$ cat config.mk
export PLATFORM = sky130hd
export DESIGN_NAME = dmem_ctrl
export DESIGN_NICKNAME = d
export VERILOG_FILES = /design/src/rtl/dmem_ctrl_pkg.sv /design/src/rtl/dmem_lane_merge.sv /design/src/rtl/dmem_ctrl.sv
export SDC_FILE = /design/constraint.sdc
export NUM_CORES = 1
export LEC_CHECK = 0
export ABC_CLOCK_PERIOD_IN_PS = 1790
export BUFFER_PORTS_ARGS = -buffer_cell sky130_fd_sc_hd__buf_4
export CAP_MARGIN = 20
export CORE_UTILIZATION = 45
export DETAILED_ROUTE_END_ITERATION = 6
export HOLD_SLACK_MARGIN = 0.06
export PLACE_DENSITY_LB_ADDON = 0.3
export SLEW_MARGIN = 20
export SYNTH_ARGS = -nofsm -noshare
export SYNTH_HDL_FRONTEND = slang
export SYNTH_SLANG_ARGS = --single-unit
$ cat constraint.sdc
create_clock -name clk -period 1.79 [get_ports clk]
set_input_delay 0.0895 -clock clk [delete_from_list [all_inputs] [get_ports clk]]
set_output_delay 0.0895 -clock clk [all_outputs]
set_load 0.01 [all_outputs]
$ cat src/rtl/dmem_ctrl_pkg.sv
// Shared LSU op encodings, controller state encoding and op decode helpers.
// The decode lives here so the LSU and the memory controller cannot disagree.
package dmem_ctrl_pkg;

    localparam logic [2:0] LSU_LB  = 3'd0;
    localparam logic [2:0] LSU_LH  = 3'd1;
    localparam logic [2:0] LSU_LW  = 3'd2;
    localparam logic [2:0] LSU_LBU = 3'd3;
    localparam logic [2:0] LSU_LHU = 3'd4;
    localparam logic [2:0] LSU_SB  = 3'd5;
    localparam logic [2:0] LSU_SH  = 3'd6;
    localparam logic [2:0] LSU_SW  = 3'd7;

    typedef enum logic [2:0] {
        DMEM_IDLE = 3'd0,
        DMEM_RD   = 3'd1,
        DMEM_CAP  = 3'd2,
        DMEM_WR   = 3'd3,
        DMEM_RESP = 3'd4
    } dmem_state_e;

    typedef enum logic [1:0] {
        SZ_BYTE = 2'd0,
        SZ_HALF = 2'd1,
        SZ_WORD = 2'd2
    } dmem_size_e;

    function automatic logic is_load(input logic [2:0] op);
        return (op == LSU_LB) || (op == LSU_LH) || (op == LSU_LW) ||
               (op == LSU_LBU) || (op == LSU_LHU);
    endfunction

    function automatic logic is_store(input logic [2:0] op);
        return (op == LSU_SB) || (op == LSU_SH) || (op == LSU_SW);
    endfunction

    function automatic dmem_size_e op_size(input logic [2:0] op);
        dmem_size_e sz;
        case (op)
            LSU_LB, LSU_LBU, LSU_SB: sz = SZ_BYTE;
            LSU_LH, LSU_LHU, LSU_SH: sz = SZ_HALF;
            default:                 sz = SZ_WORD;
        endcase
        return sz;
    endfunction

endpackage

$ cat src/rtl/dmem_lane_merge.sv
// Byte-lane helper for the data-memory controller: merges store data into an
// old RAM word and right-aligns load data out of a RAM word.
module dmem_lane_merge
    import dmem_ctrl_pkg::*;
(
    input  logic [31:0] old_word_i,
    input  logic [31:0] data_i,
    input  logic [1:0]  off_i,
    input  dmem_size_e  size_i,
    output logic [31:0] merged_o,
    output logic [31:0] load_o
);

    logic [31:0] shifted;

    // Replace only the addressed lanes; a full word store takes the data as-is.
    always_comb begin
        merged_o = old_word_i;
        case (size_i)
            SZ_BYTE: begin
                case (off_i)
                    2'd0:    merged_o[7:0]   = data_i[7:0];
                    2'd1:    merged_o[15:8]  = data_i[7:0];
                    2'd2:    merged_o[23:16] = data_i[7:0];
                    default: merged_o[31:24] = data_i[7:0];
                endcase
            end
            SZ_HALF: begin
                if (off_i[1]) merged_o[31:16] = data_i[15:0];
                else          merged_o[15:0]  = data_i[15:0];
            end
            default: merged_o = data_i;
        endcase
    end

    assign shifted = old_word_i >> {off_i, 3'b000};

    // Zero-filled load result; the LSU does any sign extension.
    always_comb begin
        load_o = shifted;
        case (size_i)
            SZ_BYTE: load_o = {24'h0, shifted[7:0]};
            SZ_HALF: load_o = {16'h0, shifted[15:0]};
            default: load_o = shifted;
        endcase
    end

endmodule

$ cat src/rtl/dmem_ctrl.sv
// Data-memory controller between the LSU and a word-wide single-port
// synchronous RAM. One access in flight; byte/half stores are read-modify-write.
//
//   state | meaning
//   IDLE  | ready for a request
//   RD    | RAM read of the latched word (RMW or load)
//   CAP   | capture RAM read data
//   WR    | RAM write of the merged / full word
//   RESP  | one-cycle response pulse
module dmem_ctrl
    import dmem_ctrl_pkg::*;
#(
    parameter int          ADDR_W    = 10,
    parameter logic [31:0] BASE_ADDR = 32'h0000_0000
) (
    input  logic              clk,
    input  logic              rst_n,
    input  logic              req_valid,
    output logic              req_ready,
    input  logic [2:0]        req_op,
    input  logic [31:0]       req_addr,
    input  logic [31:0]       req_wdata,
    output logic              rsp_valid,
    output logic [31:0]       rsp_rdata,
    output logic              rsp_err,
    output logic              ram_en,
    output logic              ram_we,
    output logic [ADDR_W-1:0] ram_addr,
    output logic [31:0]       ram_wdata,
    input  logic [31:0]       ram_rdata
);

    dmem_state_e       state_q, state_d;
    logic [2:0]        op_q;
    logic [1:0]        off_q;
    logic [ADDR_W-1:0] word_q;
    logic [31:0]       wdata_q;
    logic              err_q;
    logic [31:0]       old_q;

    logic [32:0]       diff;
    logic [31:0]       rel;
    logic              below_base;
    logic              above_top;
    logic              misaligned;
    logic              req_err;
    logic              accept;
    logic [1:0]        req_off;
    dmem_size_e        req_size;
    logic [31:0]       merged_word;
    logic [31:0]       load_word;

    // Borrow out of the 33-bit subtraction means the address is below the base.
    assign diff       = {1'b0, req_addr} - {1'b0, BASE_ADDR};
    assign below_base = diff[32];
    assign rel        = diff[31:0];
    assign above_top  = |rel[31:ADDR_W+2];
    // Base is word aligned, so the offset within the word survives the subtraction.
    assign req_off    = rel[1:0];
    assign req_size   = op_size(req_op);
    assign misaligned = ((req_size == SZ_HALF) && req_off[0]) ||
                        ((req_size == SZ_WORD) && (req_off != 2'b00));
    assign req_err    = misaligned | below_base | above_top;
    assign accept     = req_valid & req_ready;

    // State register.
    always_ff @(posedge clk) begin
        if (!rst_n) state_q <= DMEM_IDLE;
        else        state_q <= state_d;
    end

    // Next-state logic.
    always_comb begin
        state_d = state_q;
        case (state_q)
            DMEM_IDLE: begin
                if (req_valid) begin
                    if (req_err)               state_d = DMEM_RESP;
                    else if (req_op == LSU_SW) state_d = DMEM_WR;
                    else                       state_d = DMEM_RD;
                end
            end
            DMEM_RD:   state_d = DMEM_CAP;
            DMEM_CAP:  state_d = is_store(op_q) ? DMEM_WR : DMEM_RESP;
            DMEM_WR:   state_d = DMEM_RESP;
            DMEM_RESP: state_d = DMEM_IDLE;
            default:   state_d = DMEM_IDLE;
        endcase
    end

    // Request latch at accept and read-data capture in CAP.
    always_ff @(posedge clk) begin
        if (!rst_n) begin
            op_q    <= LSU_LB;
            off_q   <= 2'b00;
            word_q  <= '0;
            wdata_q <= 32'h0;
            err_q   <= 1'b0;
            old_q   <= 32'h0;
        end else begin
            if (accept) begin
                op_q    <= req_op;
                off_q   <= req_off;
                word_q  <= rel[ADDR_W+1:2];
                wdata_q <= req_wdata;
                err_q   <= req_err;
            end
            if (state_q == DMEM_CAP) old_q <= ram_rdata;
        end
    end

    dmem_lane_merge u_lane_merge (
        .old_word_i (old_q),
        .data_i     (wdata_q),
        .off_i      (off_q),
        .size_i     (op_size(op_q)),
        .merged_o   (merged_word),
        .load_o     (load_word)
    );

    assign ram_addr = word_q;

    // Output decode from the current state.
    always_comb begin
        req_ready = 1'b0;
        rsp_valid = 1'b0;
        rsp_err   = 1'b0;
        rsp_rdata = 32'h0;
        ram_en    = 1'b0;
        ram_we    = 1'b0;
        ram_wdata = 32'h0;
        case (state_q)
            DMEM_IDLE: req_ready = 1'b1;
            DMEM_RD:   ram_en    = 1'b1;
            DMEM_WR: begin
                ram_en    = 1'b1;
                ram_we    = 1'b1;
                ram_wdata = merged_word;
            end
            DMEM_RESP: begin
                rsp_valid = 1'b1;
                rsp_err   = err_q;
                if (!err_q && is_load(op_q)) rsp_rdata = load_word;
            end
            default: ;
        endcase
    end

endmodule

==> qor.csv <==
metric,value,unit
mostFrequentLayoutCell,buf_4,
firstDrtPassIters,6,
synth_flop_cell,dfxtp_1,
start_util,0.469,
synth-seq-area-share,0.340,
p_int,3.50,mW
clk_latency,0.36,ns
area_growth,72.2,%
viasPerCell,5.75,
syn_area_per_cell,7.52,um^2
crit_fanout,8,
p_comb_frac,0.220,
cpMaxStageDelayCell,a211o_4,
drt_iter0_drc,562,
finalNonFillerCells,1078,
diodes,0,
die_width,106,um
worst_slew_margin_rel,0.530,
fin_crit_sh,1.30,
status,finished with violations,
power_density,568,mW/mm^2
cap_violations,0,
die_area,0.0113,mm^2
core-area,0.0104,mm^2
synth_cells,649,
cp_num_buf_inv,3,
start_kind,register,
synth_edf_count,0,
antenna_found_initial,0,
final_util,0.807,
cts_max_path_buffers,2,
nets,1039,
dpl_cell_area,0.00659,mm^2
ys_warn_count,0,
wl,20700,um
htree_levels,3,
synth_cell_types,51,
preCtsSetupSlack,-0.281,ns
grt_max_degree,82,
setup_viol,64,
routedWlPerCell,19.2,um
crit_required,1.70,ns
path_clk_slew,0.09,ns
cts_tree,yes,
violations,setup timing,
drive_gt1_frac,0.380,
final_cell_mix,"buf_4, nand2_1, a21boi_0, dlygate4sd3_1, dfxtp_1",
remaining_drc_errors,0,
grt_usage,0.357,
overflow,0,
rsz0062_at_grt,yes,
yosysTopAreaCell,dfxtp_1,
pwr-share-seq,0.417,
leakagePower,3.23,nW
hold_viol_final,0,
netlist.area_leader.share,0.340,
crit_path_end_kind,primary output,
critPathTopFamily,compound AO/OA/AOI/OAI gates,
fp.dieH,106,um
timing.hold.ws,0.173,ns
min_path_type,in2reg,
drtAntennaViolNets,0,
worst-r2r-setup-slack,0.16,ns
synthArstFlopShare,0,
synth_area_leaders,"dfxtp_1, nand2_1, a21boi_0",
cp.arrival,2.24,ns
swShare,0.268,
dp.cells,960,
tightest_slew,0.705,ns
p_clk_frac,0.363,
syn_area,0.00488,mm^2
finalCriticalPeriod,2.33,ns
irDropWorstVdd,0.438,mV
place.gp.congestion,1.01,
worstPathCellList,"buf_12, xnor2_4, a211o_4, buf_6, a222oi_1, nor2_1, buf_4",
root_buffer,clkbuf_8,
total_power,4.78,mW
dp_hpwl,12300,um
pin_count,181,
crit_type,reg2out,
slew_viol_final,0,
finalSetupTns,-19.67,ns
via_count,6195,
clock-sinks,83,
switching_power,1.28,mW
clock_skew,0.00773,ns
fin_area,0.00841,mm^2
timing.fmax,429,MHz
grt_pass1_wl,31200,um
portBuffers,180,
timing.final.ws_setup,-0.540,ns
ys_seq_elements,83,
cts_buffers,9,
row_count,37,
grt_pass1_vias,6004,
synth_nets,751,
slowest_delay,0.39,ns
==> final cells by class <==
type                            instances  area [um^2]
Clock buffer                           11          151
Clock inverter                          5          108
Fill cell                             643         2010
Inverter                               19         71.3
Multi-Input combinational cell        498         3390
Sequential cell                        83         1680
Tap cell                              136          170
Timing Repair Buffer                  326         2830
==> synth_stat cells (all sizes together) (3+ instances only) <==
cell,n
buf,21
a22oi,6
mux2i,18
o221ai,8
a211oi,17
nor2,35
nor4b,3
o21ai,29
nor2b,15
nand2,178
inv,19
dfxtp,83
nand3,16
clkbuf,28
a2111oi,3
mux2,4
nor4,7
and2,10
nor3b,4
a21boi,80
a21oi,26
a222oi,7
o21a,7
==> cells by family after synthesis <==
| group | after synthesis | share of synthesized area |
|---|---|---|
| mux | 22 | 0.0461 |
| simple gates | 277 | 0.252 |
| buf+inv | 68 | 0.0592 |
| flops | 83 | 0.340 |
| compound gates | 196 | 0.296 |
| xor+xnor | 3 | 0.00692 |
==> power by group through the flow <==
stage	registers, mW	clock network [mW]	logic (mW)
2_1_floorplan	2.00	0	0.363
3_3_place_gp	2.02	0	0.686
3_5_place_dp	2.02	0	0.705
4_1_cts	1.98	1.74	0.949
5_1_grt	2.00	1.84	1.11
6_report	1.99	1.73	1.05
==> timing repair <==
action                                  in CTS  in global routing
buffers inserted                            14                  9
pin swaps                                   45                 16
resized for setup                          112                 35
hold buffers                                79                  0
endpoints found under the setup margin      65                 66
cloned                                       0                  0
hold endpoints to repair                    79                  0
==> metal layers <==
| metal | part of all wire | vias up | track usage |
|---|---|---|---|
| met2 | 0.48 | 351 | 0.603 |
| li1 | - | 2829 | - |
| met3 | 0.079 | 109 | 0.0644 |
| met1 | 0.39 | 2906 | 0.439 |
| met5 | 0 | - | 0 |
| met4 | 0.050 | 0 | 0.165 |
==> worst register-to-register path: stages, from the launching register on <==
cell and delay (ns):
dfxtp_2 0.36, buf_4 0.16, nor4b_4 0.30, nand2_1 0.15
or4_1 0.50, o21ai_0 0.08
==> final timing paths <==
check | from | end | cells after the start
min reg2reg | wdata_q[28] | wdata_q[28] | 2
max | op_q[0] | ram_wdata[14] | 7
min | rst_n | state_q[2] | 4
max reg2reg | state_q[0] | state_q[0] | 5
==> state kept, by name, summed over array words and instances, names as in the netlist <==
register	cells
off_q	2
state_q	3
old_q	32
op_q	3
ram_addr	10
err_q	1
wdata_q	32
Note: power is estimated with default switching activity, not from simulation.
